[config.mk]
export PLATFORM = sky130hd
export DESIGN_NAME = bit_serializer
export DESIGN_NICKNAME = d
export VERILOG_FILES = /design/src/rtl/bit_serializer_pkg.sv /design/src/rtl/bit_serializer_shreg.sv /design/src/rtl/bit_serializer.sv
export SDC_FILE = /design/constraint.sdc
export NUM_CORES = 1
export LEC_CHECK = 0
export CAP_MARGIN = 20
export CORE_MARGIN = 2
export CORE_UTILIZATION = 40
export DETAILED_ROUTE_END_ITERATION = 8
export PLACE_DENSITY = 0.67
export REMOVE_ABC_BUFFERS = 1
export SYNTH_ARGS = -nofsm -noshare
export SYNTH_HDL_FRONTEND = slang
export SYNTH_SLANG_ARGS = --single-unit
[constraint.sdc]
create_clock -name clk -period 2.8 [get_ports clk]
set_input_delay 0.56 -clock clk [delete_from_list [all_inputs] [get_ports clk]]
set_output_delay 0.56 -clock clk [all_outputs]
set_load 0.005 [all_outputs]
[src/rtl/bit_serializer_pkg.sv]
// -----------------------------------------------------------------------------
// bit_serializer_pkg
// Shared definitions for the bit serializer and the blocks that consume its
// stream (sequence detector, top-level datapath).
//   DEFAULT_WIDTH : default number of bits per loaded word.
//   state_t       : serializer state encodings (IDLE=0, SHIFT=1, PARITY=2).
//                   The PARITY encoding is reserved even when the parity bit
//                   is not built, so every consumer agrees on the values.
// -----------------------------------------------------------------------------
package bit_serializer_pkg;

  localparam int DEFAULT_WIDTH = 16;

  typedef enum logic [1:0] {
    ST_IDLE   = 2'd0,
    ST_SHIFT  = 2'd1,
    ST_PARITY = 2'd2
  } state_t;

endpackage

[src/rtl/bit_serializer_shreg.sv]
// -----------------------------------------------------------------------------
// ser_shreg
// WIDTH-bit parallel-load / shift-left register. Load has priority over shift;
// with neither asserted the contents are held. Shifting fills with zeros.
// Ports:
//   clk     : rising-edge clock
//   rst     : asynchronous active-high reset (clears the register)
//   i_load  : capture i_data
//   i_shift : shift left by one, zero fill
//   i_data  : parallel load word
//   o_msb   : current most significant bit (the bit being presented)
// -----------------------------------------------------------------------------
module ser_shreg #(
  parameter int WIDTH = 16
) (
  input  logic             clk,
  input  logic             rst,
  input  logic             i_load,
  input  logic             i_shift,
  input  logic [WIDTH-1:0] i_data,
  output logic             o_msb
);

  logic [WIDTH-1:0] r_q;

  // NOTE: sequential state uses non-blocking assignments so every register
  // samples pre-edge values; the register is reset (not left unknown) because
  // its MSB is visible on the serial output straight out of reset.
  always_ff @(posedge clk or posedge rst) begin
    if (rst) begin
      r_q <= '0;
    end else if (i_load) begin
      r_q <= i_data;
    end else if (i_shift) begin
      r_q <= {r_q[WIDTH-2:0], 1'b0};
    end
  end

  assign o_msb = r_q[WIDTH-1];

endmodule

[src/rtl/bit_serializer.sv]
// -----------------------------------------------------------------------------
// bit_serializer
// Accepts a parallel word over a valid/ready handshake and presents it one bit
// per consume, MSB first, on ser_out. A bit is consumed on a clock edge where
// ser_valid=1 and ser_en=1; ser_en=0 stalls indefinitely. The cycle that
// consumes the final bit also accepts the next word, so back-to-back words
// stream without a gap.
//
// Optional build macro SER_PARITY_EN: append an even-parity (XOR) bit after
// the data bits; the word becomes WIDTH+1 bits long and the back-to-back load
// window moves to the parity-consume cycle.
//
// Ports:
//   clk        : rising-edge clock
//   rst        : asynchronous active-high reset (drops any word in flight)
//   load_valid : upstream word available
//   load_data  : word to serialize, sampled on load_valid && load_ready
//   load_ready : a word can be accepted this cycle
//   ser_en     : downstream advance
//   ser_out    : current serial bit (0 when idle)
//   ser_valid  : ser_out holds a valid bit
//   done       : one-cycle pulse after the last bit of a word is consumed
//   busy_cnt   : bits remaining in the current word, including the current one
// -----------------------------------------------------------------------------
module bit_serializer
  import bit_serializer_pkg::*;
#(
  parameter int WIDTH = DEFAULT_WIDTH,
  parameter int CNT_W = $clog2(WIDTH + 1)
) (
  input  logic             clk,
  input  logic             rst,
  input  logic             load_valid,
  input  logic [WIDTH-1:0] load_data,
  output logic             load_ready,
  input  logic             ser_en,
  output logic             ser_out,
  output logic             ser_valid,
  output logic             done,
  output logic [CNT_W-1:0] busy_cnt
);

  state_t           r_state;
  logic [CNT_W-1:0] r_count;
  logic             r_done;

  logic w_msb;
  logic w_shift;
  logic w_load;
  logic w_data_last;   // final data bit consumed this cycle
  logic w_word_end;    // final bit of the word (data or parity) consumed

  assign w_shift     = (r_state == ST_SHIFT) && ser_en;
  assign w_data_last = w_shift && (r_count == CNT_W'(1));

`ifdef SER_PARITY_EN
  logic r_parity;
  assign w_word_end = (r_state == ST_PARITY) && ser_en;
`else
  assign w_word_end = w_data_last;
`endif

  // Ready in IDLE and on the word-end cycle, which is what lets a new word
  // follow the previous one with no idle bubble.
  assign load_ready = (r_state == ST_IDLE) || w_word_end;
  assign w_load     = load_valid && load_ready;

  ser_shreg #(
    .WIDTH (WIDTH)
  ) u_shreg (
    .clk     (clk),
    .rst     (rst),
    .i_load  (w_load),
    .i_shift (w_shift),
    .i_data  (load_data),
    .o_msb   (w_msb)
  );

  always_ff @(posedge clk or posedge rst) begin
    if (rst) begin
      r_state  <= ST_IDLE;
      r_count  <= '0;
      r_done   <= 1'b0;
`ifdef SER_PARITY_EN
      r_parity <= 1'b0;
`endif
    end else begin
      r_done <= w_word_end;
      if (w_load) begin
        r_state  <= ST_SHIFT;
        r_count  <= CNT_W'(WIDTH);
`ifdef SER_PARITY_EN
        // Parity is taken from the word as loaded; the shift register no
        // longer holds it once bits start leaving.
        r_parity <= ^load_data;
`endif
      end else begin
        case (r_state)
          ST_IDLE: begin
            r_count <= '0;
          end
          ST_SHIFT: begin
            if (w_data_last) begin
`ifdef SER_PARITY_EN
              r_state <= ST_PARITY;
              r_count <= CNT_W'(1);
`else
              r_state <= ST_IDLE;
              r_count <= '0;
`endif
            end else if (ser_en) begin
              r_count <= r_count - CNT_W'(1);
            end
          end
`ifdef SER_PARITY_EN
          ST_PARITY: begin
            if (ser_en) begin
              r_state <= ST_IDLE;
              r_count <= '0;
            end
          end
`endif
          default: begin
            r_state <= ST_IDLE;
            r_count <= '0;
          end
        endcase
      end
    end
  end

  assign ser_valid = (r_state != ST_IDLE);
  assign done      = r_done;
  assign busy_cnt  = r_count;

`ifdef SER_PARITY_EN
  assign ser_out = (r_state == ST_SHIFT)  ? w_msb    :
                   (r_state == ST_PARITY) ? r_parity : 1'b0;
`else
  assign ser_out = (r_state == ST_SHIFT) ? w_msb : 1'b0;
`endif

endmodule

==> flow_summary_export.csv, run 1 <==
group,metric,value,unit
pwr,power.share.switching,0.285,
detailed_routing,route.final.wire_length,2.04,mm
critical_path,cp.required,2.24,ns
global_routing,grt_first_pass_wirelength,3.37,mm
critical_path,r2r_start,"busy_cnt[1]",
outcome,status,"finished clean",
die,num_rows,20,
timing,final.hold.worst_slack,0.555,ns
timing,setup_viol,0,
detailed_routing,detail_route_met3_wl,97,um
global_routing,pin_count_of_the_biggest_net_entering_global_routing,24,
critical_path,rr_endpoint,"u_shreg.r_q[10]",
die,floorplan.initialDensity,0.409,
clock_tree,clk_latency,0.30,ns
die,chipHeight,59.2,um
detailed_routing,drc_errors,0,
timing,layout_worst_path_cycle_share,0.954,
placement,io_buffers,28,
clock_tree,cts_hold_buf,0,
clock_tree,cts-root-to-sink-buffers,2,
global_routing,grt_remaining_overflow,0,
die,core,2980,um^2
logic_synthesis,post_synth_inst_count,98,
critical_path,critical_path_arrival,2.11,ns
timing,period_minus_slack,2.67,ns
pwr,pwr-share-clk,0.125,
logic_synthesis,synth.mux.area_fraction,0.313,
hold_path,worst_hold_endpoint,"u_shreg.r_q[0]",
critical_path,cpPeakStageDelay,0.51,ns
logic_synthesis,synth-compound-area-share,0.0708,
placement,gpl.final_weighted_congestion,0.889,
clock_tree,tritoncts_num_sinks,23,
logic_synthesis,combinational_family_with_the_most_area_after_synthesis,"multiplexers",
clock_tree,clk_transition_reported_paths,0.12,ns
die,die_area,3500,um^2
logic_synthesis,synth_sequential_area_ratio,0.472,
final_layout,filler_cell_count,263,
final_layout,sequential_cell_area,576,um^2
pwr,vdd.ir_drop.worst,0.327,mV
critical_path,worstRegToRegCells,7,
detailed_routing,average_routed_wire_per_standard_cell,12.5,um
pwr,share_seq_of_total_power,0.445,
timing,max_slew.worst_pin.slew,0.290,ns
timing,timing.slew.headroom,0.806,
timing,final_max_slew_viol_count,0,
final_layout,layout-area-overhead-vs-synth,29.8,%
critical_path,startpoint_type,"register",
timing,setup_repair_after_global_routing_missed_its_margin,"no",
pwr,switching_power,338,uW
final_layout,finalNetCount,154,
run,max_cap_violations,0,
hold_path,worst_hold_path.num_cells,2,
placement,hpwl,1.54,mm
pwr,internal_power,848,uW
pwr,pwr_density_cell,750,nW/um^2
global_routing,grt_antenna_before_repair,0,
logic_synthesis,warnings_from_yosys,0,
clock_tree,clockRootBuffer,"clkbuf_4",
timing,timing.clock.skew,0.00430,ns
logic_synthesis,avgSynthCellArea,12.4,um^2
logic_synthesis,yosys.cell_types.count,23,
clock_tree,numCtsBuffers,3,
final_layout,final_common_cell,"clkdlybuf4s50_1",
final_layout,leading_cell_types_in_the_layout_fill_and_taps_excluded,"28 x clkdlybuf4s50_1, 23 x dfrtp_1, 21 x mux2_2, 9 x inv_1, 9 x mux2_4",
critical_path,crit_fanout,4,
critical_path,worstSetupPathType,"reg -> out",
logic_synthesis,synth-adder-area-share,0.0205,
final_layout,layout-drive-gt1-share,0.313,
detailed_routing,vias_per_cell,4.89,
clock_tree,htree_levels,1,
hold_path,hp-start,"u_shreg.r_q[0]",
logic_synthesis,synthXorXnorAreaFrac,0,
logic_synthesis,post_synth_instance_area,1220,um^2
critical_path,regToRegSetupSlack,0.68,ns
detailed_routing,dr_wl_met2,996,um
hold_path,min_path_type,"reg -> reg",
clock_tree,postCtsSetupBuffers,0,
die,die_w,59.2,um
global_routing,via_count_of_the_first_global_routing_pass,784,
critical_path,critPathCaptureType,"output port",
detailed_routing,maxUsedRoutingLayer,"met4",
detailed_routing,drt-met1-wl,934,um
pwr,comb_power_share,0.430,
detailed_routing,postRouteAntennaNets,0,
die,boundaryPins,29,
final_layout,antenna_cells_inserted,0,
timing,hold_viol_final,0,
critical_path,critical_path.cell_chain,"inv_1, ha_1, or4b_1, o21ai_2, clkdlybuf4s50_1",
critical_path,crit_path_top_delay_cell,"clkdlybuf4s50_1",
logic_synthesis,yosys.area_share.simple,0.0739,
detailed_routing,num_vias,802,
final_layout,final_core_utilization,0.531,
clock_tree,cts_tree,"done",
logic_synthesis,ys_seq_elements,23,
timing,timing.fmax,374,MHz
timing,totalNegativeSetupSlack,0,ns
final_layout,total_area_of_multi_input_combinational_cells,587,um^2
detailed_routing,drt-pass1-iter-count,4,
pwr,power.static_leakage,0.774,nW
global_routing,globalRouteTotalUtil,0.128,
detailed_routing,first_iter_violations,34,
[stage by stage]
stage | setup WS [ns] | instance area [um^2] | total power [mW] | std cells
floorplan | 0.794 | 1190 | 0.855 | 94
global placement | 0.344 | 1550 | 1.03 | 160
detailed placement | 0.329 | 1550 | 1.05 | 160
CTS | 0.113 | 1580 | 1.21 | 164
global route | 0.00873 | 1580 | 1.29 | 164
finish | 0.129 | 1580 | 1.19 | 164
[sequential cells by signal (all words and copies together) (netlist names)]
register	count
busy_cnt	5
r_state	1
u_shreg.r_q	16
done	1
[cells by family after synthesis]
logic type / count (synthesis)
AND/OR/NAND/NOR: 18
flip-flops: 23
buffers and inverters: 13
adder cells (fa/ha/maj): 2
multiplexers: 31
AO/OA/AOI/OAI: 11
[layer usage]
| metal | up-vias | GRT usage |
|---|---|---|
| met5 | - | 0 |
| met4 | 0 | 0.0584 |
| met3 | 2 | 0.0197 |
| met2 | 23 | 0.217 |
| met1 | 371 | 0.159 |
| li1 | 406 | - |
[timing repair]
action / 4_1_cts / 5_1_grt
hold endpoints to repair: 0 / 0
setup endpoints to repair: 0 / 1
gates resized for setup: 0 / 1
[worst max-delay path by stage]
stage                      startpoint          to  slack [ns]  cells past startpoint
after floorplan           busy_cnt[1]  load_ready        0.79                      4
after global placement         ser_en  load_ready        0.34                      4
after detailed placement       ser_en  load_ready        0.33                      4
after CTS                 busy_cnt[1]  load_ready        0.11                      5
after global routing      busy_cnt[1]  load_ready       0.009                      5
final                     busy_cnt[1]  load_ready        0.13                      5
[worst max-delay path, delay by kind of cell (launching register included)]
family | cells | cell delay, ns
buf+inv | 2 | 0.59
compound gates | 1 | 0.16
fa+ha+maj | 1 | 0.15
simple gates | 1 | 0.49
flops | 1 | 0.42
[synth_stat cells]
cell type | instances | area (um^2)
o211ai_1 | 1 | 7.51
nor2_1 | 3 | 11.3
nand3_1 | 1 | 5.00
or2_2 | 1 | 6.26
buf_6 | 1 | 11.3
o21ai_1 | 1 | 5.00
ha_1 | 2 | 25.0
a311oi_1 | 1 | 8.76
mux2i_1 | 1 | 10.0
mux2_4 | 9 | 135
mux2_2 | 21 | 236
a21oi_1 | 3 | 15.0
or3_1 | 3 | 18.8
dfrtp_1 | 23 | 576
nor2b_1 | 1 | 6.26
o21ai_0 | 3 | 15.0
or4b_1 | 1 | 10.0
inv_1 | 9 | 33.8
and2_1 | 1 | 6.26
buf_2 | 3 | 15.0
nand2_1 | 7 | 26.3
a2bb2oi_4 | 1 | 26.3
a221oi_1 | 1 | 8.76
[layout make-up]
| type | instances | share of cell area |
|---|---|---|
| inverters | 9 | 0.0214 |
| clock buffers | 4 | 0.0166 |
| well taps | 33 | 0.0261 |
| flip-flops and latches | 23 | 0.364 |
| multi-input cells | 62 | 0.371 |
| repair buffers | 33 | 0.201 |
[power groups by stage]
stage               combinational (mW)  clock, mW  sequential, mW
floorplan                        0.338          0           0.517
global placement                 0.503          0           0.532
detailed placement               0.516          0           0.537
CTS                              0.517      0.160           0.529
global route                     0.566      0.173           0.547
finish                           0.509      0.148           0.528
Power figures use the tool's default switching activity.
==> run 2, diff against run 1 <==
CORE_ASPECT_RATIO = 2   (was not set)
DONT_BUFFER_PORTS = 1   (was not set)
PLACE_DENSITY = not set   (was 0.67)
==> run 2 against run 1 <==
Compared with the run above: fmax rose by 8.1%; register-to-register slack better by 0.06 ns; hold slack got worse by 0.19 ns; cell area is 19% lower; via count decreased by 10%; non-clock buffer count decreased by 33; wire length up 5.1%; final cell count decreased by 22%; total power decreased by 4.8%; critical path depth fell by 1; clock skew down 0.0031 ns; largest power group unchanged.
==> flow_summary_export.csv, run 2 (same netlist as run 1, synthesis figures left out) <==
group,metric,value,unit
die,die_w,43.0,um
final_layout,finalNetCount,121,
clock_tree,clockRootBuffer,"clkbuf_8",
detailed_routing,average_routed_wire_per_standard_cell,16.8,um
clock_tree,clk_transition_reported_paths,0.08,ns
critical_path,critical_path_arrival,1.91,ns
pwr,switching_power,338,uW
clock_tree,cts-root-to-sink-buffers,2,
placement,gpl.final_weighted_congestion,0.748,
detailed_routing,num_vias,722,
placement,dpl-instance-area,1230,um^2
critical_path,crit_path_top_delay_cell,"or4b_1",
clock_tree,numCtsBuffers,3,
pwr,power.share.switching,0.300,
timing,final_max_slew_viol_count,0,
detailed_routing,route.final.wire_length,2.15,mm
clock_tree,htree_levels,1,
die,boundaryPins,29,
critical_path,startpoint_type,"register",
clock_tree,cts-resized-gates,0,
timing,period_minus_slack,2.47,ns
detailed_routing,vias_per_cell,5.64,
clock_tree,tritoncts_num_sinks,23,
die,floorplan.initialDensity,0.414,
timing,final.hold.worst_slack,0.363,ns
final_layout,design_area,1280,um^2
timing,setup_repair_after_global_routing_missed_its_margin,"no",
timing,totalNegativeSetupSlack,0,ns
placement,hpwl,1.67,mm
global_routing,grt_antenna_before_repair,0,
pwr,vdd.ir_drop.worst,0.383,mV
critical_path,r2r_start,"busy_cnt[0]",
critical_path,worstRegToRegCells,4,
detailed_routing,postRouteAntennaNets,0,
detailed_routing,first_iter_violations,10,
timing,layout_worst_path_cycle_share,0.882,
hold_path,min_path_type,"in -> async",
timing,timing.slew.headroom,0.426,
final_layout,antenna_cells_inserted,0,
clock_tree,postCtsSetupBuffers,0,
final_layout,layout-drive-gt1-share,0.367,
critical_path,critPathCaptureType,"output port",
pwr,power.static_leakage,0.651,nW
critical_path,cpPeakStageDelay,0.58,ns
critical_path,cp.required,2.24,ns
global_routing,grt_first_pass_wirelength,3.56,mm
timing,hold_viol_final,0,
final_layout,layout-area-overhead-vs-synth,4.72,%
die,core,2940,um^2
pwr,share_seq_of_total_power,0.477,
critical_path,crit_fanout,5,
placement,dp_worst_setup_slack,0.608,ns
critical_path,worstSetupPathType,"reg -> out",
global_routing,via_count_of_the_first_global_routing_pass,782,
final_layout,largest_register_ff_count,16,
global_routing,pin_count_of_the_biggest_net_entering_global_routing,24,
pwr,pwr_density_cell,884,nW/um^2
critical_path,critical_path.cell_chain,"inv_1, ha_1, or4b_1, o21ai_1",
pwr,pwr-share-clk,0.176,
run,max_cap_violations,0,
clock_tree,clk_latency,0.26,ns
timing,max_slew.worst_pin.slew,0.860,ns
pwr,comb_power_share,0.347,
final_layout,final_common_cell,"dfrtp_1",
die,chipHeight,82.1,um
critical_path,timing.critical_path.buf_inv,1,
detailed_routing,drt-pass1-iter-count,4,
final_layout,regMostFlops,"u_shreg.r_q",
die,die_area,3530,um^2
final_layout,leading_cell_types_in_the_layout_fill_and_taps_excluded,"23 x dfrtp_1, 21 x mux2_2, 9 x inv_1, 9 x mux2_4, 7 x nand2_1",
clock_tree,cts_tree,"done",
timing,timing.fmax,405,MHz
clock_tree,cts_hold_buf,0,
critical_path,rr_endpoint,"u_shreg.r_q[14]",
pwr,internal_power,790,uW
critical_path,critPathTopFamily,"simple AND/OR/NAND/NOR gates",
outcome,status,"finished clean",
global_routing,globalRouteTotalUtil,0.137,
detailed_routing,drc_errors,0,
timing,post-route-worst-setup-slack,0.329,ns
timing,timing.clock.skew,0.00122,ns
critical_path,regToRegSetupSlack,0.74,ns
placement,io_buffers,0,
timing,setup_viol,0,
die,num_rows,28,
global_routing,grt_remaining_overflow,0,
-- run 2: area by class of cell --
type / count / area, um^2
multi-input cells: 62 / 583
well taps: 30 / 37.5
clock buffers: 3 / 41.3
flip-flops and latches: 23 / 576
inverters: 9 / 33.8
clock inverters: 1 / 5.00
fillers: 301 / 1670
-- run 2: how the worst max path moves through the flow --
stage                      from          to  depth (start not counted)
floorplan           busy_cnt[1]  load_ready                          4
global placement    busy_cnt[1]  load_ready                          4
detailed placement  busy_cnt[1]  load_ready                          4
CTS                 busy_cnt[1]  load_ready                          4
global route        busy_cnt[1]  load_ready                          4
finish              busy_cnt[1]  load_ready                          4
-- run 2: per-layer routing --
layer,GRT usage,share of wire,up-vias
met5,0,0,-
li1,-,-,338
met2,0.264,0.59,27
met4,0.0727,0.013,0
met1,0.135,0.34,355
met3,0.0198,0.052,2
-- run 2: power by group through the flow --
| stage | Clock (mW) | Sequential [mW] | Combinational (mW) |
|---|---|---|---|
| 2_1_floorplan | 0 | 0.517 | 0.338 |
| 3_5_place_dp | 0 | 0.546 | 0.399 |
| 5_1_grt | 0.224 | 0.553 | 0.442 |
| 4_1_cts | 0.207 | 0.540 | 0.400 |
| 6_report | 0.198 | 0.538 | 0.392 |
| 3_3_place_gp | 0 | 0.542 | 0.381 |
-- run 2: per-stage QoR --
stage          power (mW)   util  cells
2_1_floorplan       0.855      -     94
3_3_place_gp        0.923  0.418    124
3_5_place_dp        0.945  0.418    124
4_1_cts              1.15  0.434    128
5_1_grt              1.22  0.434    128
6_report             1.13  0.434    128
==> run 3, diff against run 2 <==
MAX_ROUTING_LAYER = met4   (was not set)
==> run 3 against run 2 <==
Compared with the run above: clock skew hardly changed; cell area unchanged; critical path depth unchanged; critical endpoint unchanged.
==> flow_summary_export.csv, run 3 (same netlist as run 1, synthesis figures left out) <==
group,metric,value,unit
outcome,status,"finished clean",
clock_tree,postCtsSetupBuffers,0,
global_routing,grt_antenna_before_repair,0,
global_routing,grt_remaining_overflow,0,
detailed_routing,vias_per_cell,5.62,
detailed_routing,first_iter_violations,15,
global_routing,groute.layer.met3.usage,0.0132,
run,max_cap_violations,0,
clock_tree,numCtsBuffers,3,
final_layout,design_area,1280,um^2
final_layout,largest_register_ff_count,16,
die,die_area,3530,um^2
timing,setup_viol,0,
detailed_routing,postRouteAntennaNets,0,
timing,final_max_slew_viol_count,0,
clock_tree,cts-resized-gates,0,
global_routing,gr-usage-met1,0.141,
detailed_routing,drc_errors,0,
timing,setup_repair_after_global_routing_missed_its_margin,"no",
final_layout,layout-drive-gt1-share,0.367,
timing,timing.slew.headroom,0.422,
final_layout,layout-area-overhead-vs-synth,4.72,%
die,die_w,43.0,um
global_routing,global_route.usage.met2,0.261,
global_routing,globalRouteTotalUtil,0.140,
hold_path,min_path_type,"in -> async",
clock_tree,cts_tree,"done",
die,floorplan.initialDensity,0.414,
clock_tree,clockRootBuffer,"clkbuf_8",
timing,max_slew.worst_pin.slew,0.865,ns
final_layout,antenna_cells_inserted,0,
pwr,pwr_density_cell,885,nW/um^2
final_layout,regMostFlops,"u_shreg.r_q",
die,core,2940,um^2
placement,io_buffers,0,
final_layout,leading_cell_types_in_the_layout_fill_and_taps_excluded,"23 x dfrtp_1, 21 x mux2_2, 9 x inv_1, 9 x mux2_4, 7 x nand2_1",
clock_tree,clk_transition_reported_paths,0.08,ns
timing,totalNegativeSetupSlack,0,ns
timing,timing.clock.skew,0.00143,ns
clock_tree,tritoncts_num_sinks,23,
placement,dpl.cell_count,124,
pwr,power.static_leakage,0.651,nW
critical_path,crit_path_top_delay_cell,"or4b_1",
critical_path,critical_path_arrival,1.92,ns
critical_path,timing.critical_path.buf_inv,1,
clock_tree,cts_hold_buf,0,
global_routing,pin_count_of_the_biggest_net_entering_global_routing,24,
detailed_routing,route.final.wire_length,2.16,mm
die,chipHeight,82.1,um
timing,period_minus_slack,2.48,ns
die,boundaryPins,29,
critical_path,crit_fanout,5,
critical_path,critical_path.cell_chain,"inv_1, ha_1, or4b_1, o21ai_1",
placement,hpwl,1.67,mm
global_routing,via_count_of_the_first_global_routing_pass,788,
detailed_routing,num_vias,719,
clock_tree,clk_latency,0.26,ns
placement,dpl-instance-area,1230,um^2
final_layout,final_common_cell,"dfrtp_1",
pwr,total_power,1.13,mW
critical_path,cpPeakStageDelay,0.58,ns
timing,post-route-worst-setup-slack,0.322,ns
clock_tree,cts-root-to-sink-buffers,2,
timing,hold_viol_final,0,
critical_path,startpoint_type,"register",
global_routing,grt_first_pass_wirelength,3.55,mm
critical_path,critPathTopFamily,"simple AND/OR/NAND/NOR gates",
final_layout,finalNetCount,121,
pwr,vdd.ir_drop.worst,0.384,mV
placement,dp_worst_setup_slack,0.608,ns
global_routing,grt_busiest_layer,"met2",
timing,layout_worst_path_cycle_share,0.885,
detailed_routing,average_routed_wire_per_standard_cell,16.9,um
placement,gpl.final_weighted_congestion,0.757,
critical_path,cp.required,2.24,ns
die,num_rows,28,
timing,timing.fmax,403,MHz
final_layout,final_cells,128,
final_layout,filler_cell_count,301,
clock_tree,htree_levels,1,
detailed_routing,drt-pass1-iter-count,4,
critical_path,worstSetupPathType,"reg -> out",
critical_path,critPathCaptureType,"output port",
[run 3: area by class of cell]
class                           count  area [um^2]  area share
Clock buffer                        3         41.3      0.0324
Clock inverter                      1         5.00     0.00392
Inverter                            9         33.8      0.0265
Multi-Input combinational cell     62          583       0.457
Sequential cell                    23          576       0.451
Tap cell                           30         37.5      0.0294
[run 3: metal layers]
metal	share of wire	up-vias	routed length (um)
li1	-	337	-
met1	0.36	353	779
met2	0.58	27	1250
met3	0.048	2	103
met4	0.012	0	27
met5	0	-	0
[run 3: final timing paths]
path / from / to / slack [ns] / depth (start not counted)
min reg2reg: u_shreg.r_q[0] / u_shreg.r_q[0] / 0.53 / 2
max reg2reg: busy_cnt[0] / u_shreg.r_q[14] / 0.75 / 4
min in group clk: load_data[0] / u_shreg.r_q[0] / 0.42 / 2
min: rst / u_shreg.r_q[4] / 0.37 / 1
max: busy_cnt[1] / load_ready / 0.32 / 4
max in group asynchronous: rst / busy_cnt[0] / 1.90 / 1
[run 3: report_power, final]
part           internal (mW)  switching [mW]  leakage (nW)
sequential             0.451          0.0885         0.296
combinational          0.240           0.152         0.329
clock                 0.0990          0.0995        0.0255
total                  0.790           0.340         0.651
[run 3: stage by stage]
| step | hold WS (ns) | util |
|---|---|---|
| 2_1_floorplan | 0.500 | - |
| 3_3_place_gp | 0.522 | 0.418 |
| 3_5_place_dp | 0.532 | 0.418 |
| 4_1_cts | 0.386 | 0.434 |
| 5_1_grt | 0.405 | 0.434 |
| 6_report | 0.366 | 0.434 |
